--- config.mk ---
export PLATFORM = sky130hd
export DESIGN_NAME = gcl_sched
export DESIGN_NICKNAME = d
export VERILOG_FILES = /design/src/rtl/gcl_sched.sv
export SDC_FILE = /design/constraint.sdc
export NUM_CORES = 1
export LEC_CHECK = 0
export CORE_ASPECT_RATIO = 0.9
export CORE_UTILIZATION = 55
export DETAILED_ROUTE_END_ITERATION = 12
export GPL_TIMING_DRIVEN = 0
export PLACE_DENSITY = 0.81
export REMOVE_ABC_BUFFERS = 1
export SYNTH_ARGS = -nofsm -noshare
export SYNTH_HDL_FRONTEND = slang
export SYNTH_SLANG_ARGS = --single-unit
--- constraint.sdc ---
create_clock -name clk -period 5.4 [get_ports clk]
set_clock_uncertainty 0.1 [all_clocks]
set_input_delay 1.62 -clock clk [delete_from_list [all_inputs] [get_ports clk]]
set_output_delay 1.62 -clock clk [all_outputs]
set_load 0.03 [all_outputs]
--- src/rtl/gcl_sched.sv ---
// gcl_sched: steps through a time-aware gate schedule held in the GCL RAM,
// one power-of-two-length slot at a time, prefetching the next RAM word
// while the current one is in use.
module gcl_sched #(
    parameter int BASE_SHIFT = 6
) (
    input  logic         clk,
    input  logic         rst_n,
    input  logic         test_start,
    input  logic         test_stop,
    input  logic         cnt_rst,
    input  logic [3:0]   slot_shift_cnt,
    input  logic [8:0]   last_slot,
    output logic         gcl_rd,
    output logic [4:0]   gcl_addr,
    input  logic [127:0] gcl_word,
    output logic [7:0]   gate_state,
    output logic         gate_valid,
    output logic [8:0]   slot_ID,
    output logic         slot_tick,
    output logic [31:0]  cycle_cnt
);
    typedef enum logic [1:0] {IDLE, LOAD, RUN} state_t;

    state_t       state_q;
    logic [3:0]   shift_q;
    logic [8:0]   last_q;
    logic [127:0] cur_q, pf_q;
    logic [21:0]  cnt_q;
    logic         rvld_q;   // RAM data on gcl_word belongs to us this cycle
    logic         pend_q;   // a new word just became current; prefetch next
    logic         rd_q, valid_q, tick_q;
    logic [4:0]   addr_q;
    logic [7:0]   gate_q;
    logic [8:0]   slot_q;
    logic [31:0]  cyc_q;

    logic [4:0]   sh_amt;
    logic [21:0]  slot_max;
    logic         slot_end, word_chg, cyc_inc;
    logic [8:0]   slot_d;
    logic [127:0] word_d;
    logic [4:0]   pf_addr;

    assign sh_amt   = 5'(BASE_SHIFT) + {1'b0, shift_q};
    assign slot_max = (22'd1 << sh_amt) - 22'd1;
    assign slot_end = (cnt_q == slot_max);
    assign slot_d   = (slot_q == last_q) ? 9'd0 : slot_q + 9'd1;
    assign word_chg = (slot_d[8:4] != slot_q[8:4]);
    assign word_d   = word_chg ? pf_q : cur_q;
    // The next word after the last one in use wraps back to word 0
    assign pf_addr  = (slot_q[8:4] == last_q[8:4]) ? 5'd0 : slot_q[8:4] + 5'd1;
    assign cyc_inc  = (state_q == RUN) && !test_stop && slot_end && (slot_q == last_q);

    // Schedule FSM: start/stop control, slot timing, word fetch and prefetch
    always_ff @(posedge clk or negedge rst_n) begin
        if (!rst_n) begin
            state_q <= IDLE;
            shift_q <= '0;
            last_q  <= '0;
            cur_q   <= '0;
            pf_q    <= '0;
            cnt_q   <= '0;
            rvld_q  <= 1'b0;
            pend_q  <= 1'b0;
            rd_q    <= 1'b0;
            addr_q  <= '0;
            valid_q <= 1'b0;
            tick_q  <= 1'b0;
            gate_q  <= 8'hFF;
            slot_q  <= '0;
        end else begin
            rd_q   <= 1'b0;
            tick_q <= 1'b0;
            case (state_q)
                IDLE: begin
                    if (test_start && !test_stop) begin
                        state_q <= LOAD;
                        shift_q <= slot_shift_cnt;
                        last_q  <= last_slot;
                        rd_q    <= 1'b1;
                        addr_q  <= 5'd0;
                    end
                end
                LOAD: begin
                    if (test_stop) begin
                        state_q <= IDLE;
                        rvld_q  <= 1'b0;
                    end else if (rvld_q) begin
                        state_q <= RUN;
                        rvld_q  <= 1'b0;
                        cur_q   <= gcl_word;
                        gate_q  <= gcl_word[7:0];
                        slot_q  <= 9'd0;
                        valid_q <= 1'b1;
                        tick_q  <= 1'b1;
                        cnt_q   <= '0;
                        pend_q  <= 1'b1;
                    end else begin
                        rvld_q <= rd_q;
                    end
                end
                RUN: begin
                    if (test_stop) begin
                        state_q <= IDLE;
                        valid_q <= 1'b0;
                        gate_q  <= 8'hFF;
                        slot_q  <= '0;
                        cnt_q   <= '0;
                        rvld_q  <= 1'b0;
                        pend_q  <= 1'b0;
                    end else begin
                        rvld_q <= rd_q;
                        if (rvld_q) pf_q <= gcl_word;
                        if (pend_q) begin
                            rd_q   <= 1'b1;
                            addr_q <= pf_addr;
                            pend_q <= 1'b0;
                        end
                        if (slot_end) begin
                            cnt_q  <= '0;
                            slot_q <= slot_d;
                            gate_q <= word_d[{slot_d[3:0], 3'b000} +: 8];
                            tick_q <= 1'b1;
                            if (word_chg) begin
                                cur_q  <= pf_q;
                                pend_q <= 1'b1;
                            end
                        end else begin
                            cnt_q <= cnt_q + 22'd1;
                        end
                    end
                end
                default: state_q <= IDLE;
            endcase
        end
    end

    // Completed-schedule counter; a clear beats a same-cycle increment
    always_ff @(posedge clk or negedge rst_n) begin
        if (!rst_n)       cyc_q <= '0;
        else if (cnt_rst) cyc_q <= '0;
        else if (cyc_inc) cyc_q <= cyc_q + 32'd1;
    end

    assign gcl_rd     = rd_q;
    assign gcl_addr   = addr_q;
    assign gate_state = gate_q;
    assign gate_valid = valid_q;
    assign slot_ID    = slot_q;
    assign slot_tick  = tick_q;
    assign cycle_cnt  = cyc_q;
endmodule

; ---- Word level (Yosys, flattened, before mapping)
; Index checks and enable logic that the tools add are counted.
[word_totals]
word_cells = 111
register_bits = 352
input_bits = 146
out_inout_bits = 57
[op_classes]
n_reduce_logical = 17
n_bitwise = 1
n_eq_ne = 15
mux = 55
add_sub_neg = 6
n_shift = 2
[ops]
columns = cell, count
row1 = 2-to-1 mux 128 bit, 5
row2 = case mux 128 bit (2 select lines), 1
row3 = variable part select 128 x 8 -> 8 bit, 1
row4 = 2-to-1 mux 22 bit, 4
row5 = 2-to-1 mux 32 bit, 2
row6 = 2-to-1 mux 9 bit, 5
row7 = case mux 22 bit (2 select lines), 1
row8 = "adder 32 x 1 -> 32 bit, second input constant", 1
row9 = 2-to-1 mux 8 bit, 4
row10 = "adder 22 x 1 -> 22 bit, second input constant", 1
row11 = equality test 22 bit, 1
row12 = "left shift 1 x 5 -> 22 bit, first input constant", 1
row13 = "subtractor 22 x 1 -> 22 bit, second input constant", 1
row14 = 2-to-1 mux 5 bit, 4
row15 = case mux 9 bit (2 select lines), 1
row16 = 2-to-1 mux 1 bit, 16
row17 = case mux 8 bit (2 select lines), 1
row18 = "inequality test 2 bit, second input constant", 7
row19 = AND reduction 4 bit, 3
row20 = case mux 1 bit (2 select lines), 5
row21 = case mux 5 bit (2 select lines), 1
row22 = "adder 9 x 1 -> 9 bit, second input constant", 1
row23 = equality test 9 bit, 1
row24 = AND reduction 3 bit, 3
row25 = other kinds (16), 25

; ---- Logic depth before layout (Yosys ltp)
; Gate-level depths: netlist of run 1.
[depth]
ltp_word = 8
ltp_mapped = 20
depth_no_buf = 13

; ---- Worst setup path after synthesis of run 1
; No wires, ideal clock.
[synth_path]
path_type = register to register
from = register shift_q[2]
to = register cur_q[77]
path_slack_ps = 670
arrival_time_ps = 4507
path_buffers = 7
path_stages_with_launch = 21
setup_ps = 123
t_required_ps = 5177
cell_sequence = dfrtp_1 clkbuf_1 inv_1 ha_1 clkbuf_1 buf_2 nand2_1 or3_1 ha_1 inv_1 or4_1 buf_2 o32ai_1 xor2_1 or4_1 nor4bb_1 buf_2 nand3_2 buf_4 buf_6 o221a_2
[synth_via]
elab_chain_cells = 6
[synth_rtl]
columns = item, line
row1 = from (decl), 26  ; logic [3:0] shift_q;
row2 = from (signal assigned), 79  ; shift_q <= slot_shift_cnt;
row3 = adder 3 x 4 -> 5 bit, 45  ; assign sh_amt = 5'(BASE_SHIFT) + {1'b0, shift_q};
row4 = left shift 1 x 5 -> 22 bit, 46  ; assign slot_max = (22'd1 << sh_amt) - 22'd1;
row5 = subtractor 22 x 1 -> 22 bit, 46
row6 = equality test 22 bit, 47  ; assign slot_end = (cnt_q == slot_max);
row7 = inequality test 2 bit (no line), -
row8 = AND reduction 5 bit (no line), -
row9 = to (signal assigned), 92  ; cur_q <= gcl_word;
row10 = to (signal assigned), 126  ; cur_q <= pf_q;
row11 = to (decl), 28  ; logic [127:0] cur_q, pf_q;
; Every way passes these cells.
; A chain may end at the register's enable or synchronous reset.

; ---- Final worst setup path of run 1
[layout_path]
from = register shift_q[1]
to = register cur_q[50]
; Same word-level chain as after synthesis.

==> results.toml, run 1 <==
[drt]
drt_wl_total_mm = 57.87
wl_met2_mm = 26.72
route.met3.wl_mm = 5.139
first_pass_iters = 6
postRouteAntennaNets = 0
topRoutingLayerUsed = "met4"
met1_length_mm = 23.41
drt_iter0_markers = 1732
post_drt_wl_per_cell_microns = 23.90
route.detailed.drc = 0
via_count = 16890
vias_per_cell = 6.978

[clock_network]
clk_pin_slew_worst_paths_ns = 0.06
clk_latency_ns = 0.57
cts.sinks = 352
clock_path_buffers = 3
htreeDepth = 2
cts_tree = "yes"
cts-root-buf = "clkbuf_16"
cts_buffers = 39

[power]
switching_share_pct = 32.95
leakage_nw = 9.265
p_sw_mw = 3.242
pwr-share-comb_pct = 32.3
clkPwrFrac_pct = 27.1
p_per_area_nw_per_um2 = 421.7
seq_power_share_pct = 40.6
ir_drop_mv = 0.2985
intPower_mw = 6.597

[die]
die_w_microns = 199.1
ioPinCount = 203
fp.dieH_microns = 179.4
die_area_sq_um = 35700
rows = 64
core_area_sq_um = 34190
start_util_pct = 56.22

[worst_setup_path]
path_max_fanout = 35
r2r_slack_ns = 0.22
crit_type = "reg -> reg"
cp.arrival_ns = 5.52
start_kind = "register"
critPathCaptureType = "register"
worstPathRequired_ns = 5.73

[logic_synthesis]
synth_top_area_cell = "dfrtp_1"
yosysTopAreaCellShare_pct = 44.78
netlist_area_sq_um = 19220
ys_types = 82
ys_async_sr_fraction_pct = 100.0
ys_warn_count = 0
synthTopCellsByArea = "dfrtp_1, mux2_2, o221a_2, or3_1, mux2i_1"
syn_inst = 1812
synth_ff_type = "dfrtp_1"
avgSynthCellArea_sq_um = 10.61
ys_seq_area_share_pct = 45.88
synth.most_common_cell = "dfrtp_1"
synth_commonest_cells = "dfrtp_1, or3_1, mux2_2"
synth_edf_count = 0
yosys_register_bits = 352

[sta]
setup_violations = 0
setup_tns_ns = 0
rsz0062_at_grt = "false"
slew_violations = 0
max_freq_mhz = 192.9
fin_crit_ns = 5.183
tightest_slew_ns = 1.400
fin_crit_sh_pct = 95.98
timing.final.hold_violations = 0
timing.final.ws_setup_ns = 0.2173
slew_headroom_pct = 5.958

[global_route]
grt_max_degree = 124
grt_pass1_vias = 16630
gr-usage-all-layers_pct = 32.56
antenna_found_initial = 0
grt_overflow_total = 0
grt_pass1_wl_mm = 90.80

[run]
drv_cap = 0

[finish]
diodes = 0
final_util_pct = 68.23
fin_cells = 2421
layout-drive-gt1-share_pct = 21.24
area_growth_pct = 21.37
finalNetCount = 2085

[placement]
dp_cells = 2339
gp_congestion = 0.8938
hpwl_mm = 36.70
port_buffers = 202
place_ws_ns = -1.624

[run_status]
status = "finished clean"

[min_path]
min_path_type = "reg -> reg"
path summary, 6_finish.rpt:
path	from	to	cells past startpoint
max	shift_q[1]	cur_q[50]	14
min	gcl_addr[3]	gcl_addr[3]	2
max reg2reg	shift_q[1]	cur_q[50]	14
min reg2reg	gcl_addr[3]	gcl_addr[3]	2
max in group asynchronous	rst_n	cur_q[17]	3
min in group asynchronous	rst_n	pf_q[99]	1
worst max-delay path: stages (launching register included):
cell and delay [ns]:
dfrtp_4 0.59, inv_2 0.20, ha_4 0.31, nand3b_1 0.16, or2_2 0.13, ha_2 0.25, inv_1 0.16, or4_4 0.62
o32ai_1 0.23, xor2_1 0.13, or4_1 0.59, nor4bb_4 0.39, buf_6 0.27, nand3_4 0.46, o221a_2 0.44
area by class of cell:
type / instances / area [sq um]
fillers: 2469 / 10860
multi-input cells: 1264 / 9794
flip-flops and latches: 352 / 8825
repair buffers: 243 / 2748
clock buffers: 56 / 1090
well taps: 462 / 578.1
clock inverters: 14 / 182.7
inverters: 30 / 112.6
cell usage in the layout, fill, tap and decap left out, types with 42 or more instances in the layout:
master,count
a21oi_1,54
clkdlybuf4s50_1,201
dfrtp_1,341
mux2_2,150
mux2i_1,49
nand2_1,83
nand3_1,87
nand4_1,42
o21ai_0,90
o221a_2,116
or3_1,158
metal layers:
layer	track usage (%)	up-vias
li1	-	7369
met1	43.54	8416
met2	51.38	933
met3	5.765	176
met4	16.09	0
met5	0	-
power by group through the flow:
stage	registers [mW]	clock network [mW]	logic, mW
finish	3.99	2.67	3.18
global route	4.08	2.80	3.42
CTS	3.97	2.71	3.15
detailed placement	3.99	0	3.07
global placement	3.97	0	2.90
floorplan	3.87	0	2.15
state kept, by name, summed over array words and instances, names as in the netlist, 4 cells and up:
register,flops
cnt_q,22
shift_q,4
cur_q,128
cycle_cnt,32
slot_ID,9
last_q,9
gate_state,8
pf_q,128
gcl_addr,5
what timing repair did:
item | CTS | global route
resized for setup | 8 | 2
gates cloned | 3 | 0
setup endpoints to repair | 197 | 90
pin swaps | 4 | 2
buffers inserted | 7 | 2
hold buffers | 0 | 0
cells by family (layout without fill, tap and decap cells):
group	count (synthesis)	in the layout	synth area share, %
compound gates	508	508	21.20
flops	352	352	45.88
buf+inv	199	343	4.316
mux	201	201	11.57
fa+ha+maj	9	9	0.5858
simple gates	511	514	14.92
xor+xnor	32	32	1.530
through the flow:
stage	hold slack, ns	power [mW]	instance area [sq um]
finish	0.3820	9.839	23330
CTS	0.3890	9.828	23300
global route	0.4087	10.30	23330
global placement	0.3699	6.864	21110
floorplan	0.3707	6.020	18510
detailed placement	0.3763	7.069	21910
Note: power is estimated with default switching activity, not from simulation.
==> inputs of run 2 (changes only) <==
--- a/config.mk
+++ b/config.mk
@@ -6,11 +6,12 @@
 export NUM_CORES = 1
 export LEC_CHECK = 0
 export CORE_ASPECT_RATIO = 0.9
-export CORE_UTILIZATION = 55
+export CORE_UTILIZATION = 40
 export DETAILED_ROUTE_END_ITERATION = 12
 export GPL_TIMING_DRIVEN = 0
-export PLACE_DENSITY = 0.81
+export PLACE_DENSITY = 0.63
 export REMOVE_ABC_BUFFERS = 1
+export SLEW_MARGIN = 20
 export SYNTH_ARGS = -nofsm -noshare
 export SYNTH_HDL_FRONTEND = slang
 export SYNTH_SLANG_ARGS = --single-unit
==> run 2 against run 1 <==
  * Register-to-register slack hardly changed
  * Utilization decreased by 17 points
  * Critical path depth down 1
  * Critical endpoint is now gate_state[7]
  * Largest power group unchanged
  * Critical path type unchanged
==> results.toml, run 2 (same netlist as run 1, synthesis figures left out) <==
[placement]
gp_congestion = 0.8817
hpwl_mm = 40.18
port_buffers = 202
dpl-instance-area_sq_um = 22370
dp_cells = 2503
place_ws_ns = -1.073

[worst_setup_path]
crit_type = "reg -> reg"
r2r_slack_ns = 0.21
r2r_end = "gate_state[7]"
path_buf_inv = 2
start_kind = "register"
crit_family = "simple AND/OR/NAND/NOR gates"
path_max_fanout = 25
cpPeakStageDelay_ns = 0.70
worstReg2RegStart = "shift_q[1]"
worstPathRequired_ns = 5.81
crit_path_cell_trace = "inv_2 > ha_4 > nand3b_1 > or2_2 > ha_1 > inv_1 > or4_1 > o32ai_1 > xor2_1 > or4_4 > o41a_1 > nor2_2 > o221a_2"
rr_worst_depth = 13
cp.arrival_ns = 5.60
critPathCaptureType = "register"
cp_slowest_cell = "or4_1"

[sta]
fin_crit_sh_pct = 96.18
tightest_slew_ns = 1.003
setup_violations = 0
timing.final.ws_setup_ns = 0.2064
slew_violations = 0
max_freq_mhz = 192.5
slew_headroom_pct = 33.13
rsz0062_at_grt = "false"
fin_crit_ns = 5.194
whs_ns = 0.3793
timing.final.hold_violations = 0

[clock_network]
cts-root-buf = "clkbuf_16"
cts_hold_buffers = 0
clk_latency_ns = 0.59
cts_buffers = 41
htreeDepth = 2
clk_pin_slew_worst_paths_ns = 0.06
cts_tree = "yes"
cts.sinks = 352
clock_path_buffers = 3

[power]
finalPower_mw = 10.00
leakage_nw = 9.434
p_per_area_nw_per_um2 = 418.9
ir_drop_mv = 0.2352

[drt]
vias_per_cell = 6.376
route.detailed.drc = 0
post_drt_wl_per_cell_microns = 23.87
postRouteAntennaNets = 0
first_pass_iters = 6
drt_iter0_markers = 1510
via_count = 16530
drt_wl_total_mm = 61.90

[finish]
final_cell_mix = "dfrtp_1, clkdlybuf4s50_1, or3_1"
fin_cells = 2593
multiInputGateArea_sq_um = 9867
diodes = 0
layout-drive-gt1-share_pct = 22.15
fill_cells = 4150
final_common_cell = "dfrtp_1"
finalNetCount = 2101
seqCellArea_sq_um = 8825
fin_area_sq_um = 23880
area_growth_pct = 24.23

[global_route]
grt_overflow_total = 0
grt_pass1_vias = 16410
antenna_found_initial = 2
grt_use_met3_pct = 4.058
gr-usage-all-layers_pct = 25.43
met1_usage_pct = 35.76
grt_pass1_wl_mm = 97.62
grt_max_degree = 93
grt_busiest_layer = "met2"
globalRouteMet2Util_pct = 40.08

[min_path]
hp-start = "gcl_addr[2]"
hold_path_end = "gcl_addr[2]"
min_path_cells = 2
min_path_type = "reg -> reg"

[die]
ioPinCount = 203
fp.dieH_microns = 210.0
die_w_microns = 233.1
start_util_pct = 40.89
rows = 75
die_area_sq_um = 48940
core_area_sq_um = 47010

[run]
drv_cap = 0

[run_status]
status = "finished clean"
## run 2: cell count changes in the layout (fill, tap and decap cells not counted), sizes merged
cell	before	now
buf	42	56
clkbuf	56	68
clkinv	10	3
bufinv	3	1
nand4bb	2	4
clkdlybuf4s50	201	200
clkinvlp	0	1
nand3	92	91
## run 2: worst min-delay path: cells and delay by family, from the launching register on
kind	cells	cell delay, ns
flops	1	0.33
compound gates	1	0.06
simple gates	1	0.05
## run 2: report_power, final
group / leakage, nW / internal [mW] / switching (mW) / total [mW]
registers: 4.60 / 3.41 / 0.572 / 3.98
logic: 4.20 / 1.66 / 1.59 / 3.26
clock network: 0.635 / 1.60 / 1.16 / 2.77
## run 2: timing repair
| item | in CTS | in global routing |
|---|---|---|
| cloned | 4 | 0 |
| pin swaps | 4 | 1 |
| buffers inserted | 11 | 1 |
| gates resized for setup | 5 | 2 |
| endpoints found under the setup margin | 199 | 161 |
## run 2: how the worst max path moves through the flow
stage / startpoint / end / slack, ns / cells past startpoint
2_1_floorplan: shift_q[1] / cur_q[0] / -4.42 / 13
3_3_place_gp: rst_n / pf_q[28] / -13.48 / 1
3_5_place_dp: shift_q[1] / cur_q[66] / -1.07 / 17
4_1_cts: shift_q[1] / cur_q[66] / 0.002 / 17
5_1_grt: shift_q[1] / cur_q[98] / 0.02 / 17
6_report: shift_q[1] / gate_state[7] / 0.21 / 13
## run 2: layer usage
metal / wire length (microns) / vias to the layer above
met5: 23 / -
met4: 1605 / 4
met3: 4232 / 102
met2: 28920 / 624
met1: 27120 / 8396
li1: - / 7407
## run 2: layout make-up
cell class	count	share of cell area, %
clock buffers	68	5.145
clock inverters	6	0.3511
inverters	30	0.4716
multi-input cells	1265	41.32
flip-flops and latches	352	36.96
well taps	616	3.228
repair buffers	256	12.53
## run 2: per-stage QoR
stage,utilization [%],setup TNS [ns]
final,50.79,0
after global routing,50.79,0
after CTS,50.74,0
after detailed placement,47.58,-134.37
after global placement,45.30,-7506.29
after floorplan,-,-736.01
==> inputs of run 3 (changes only) <==
--- a/config.mk
+++ b/config.mk
@@ -7,6 +7,7 @@
 export LEC_CHECK = 0
 export CORE_ASPECT_RATIO = 0.9
 export CORE_UTILIZATION = 40
+export CTS_CLUSTER_SIZE = 28
 export DETAILED_ROUTE_END_ITERATION = 12
 export GPL_TIMING_DRIVEN = 0
 export PLACE_DENSITY = 0.63
==> results of run 3 <==
No change in the layout: final DEF, timing and power equal those of run 2.
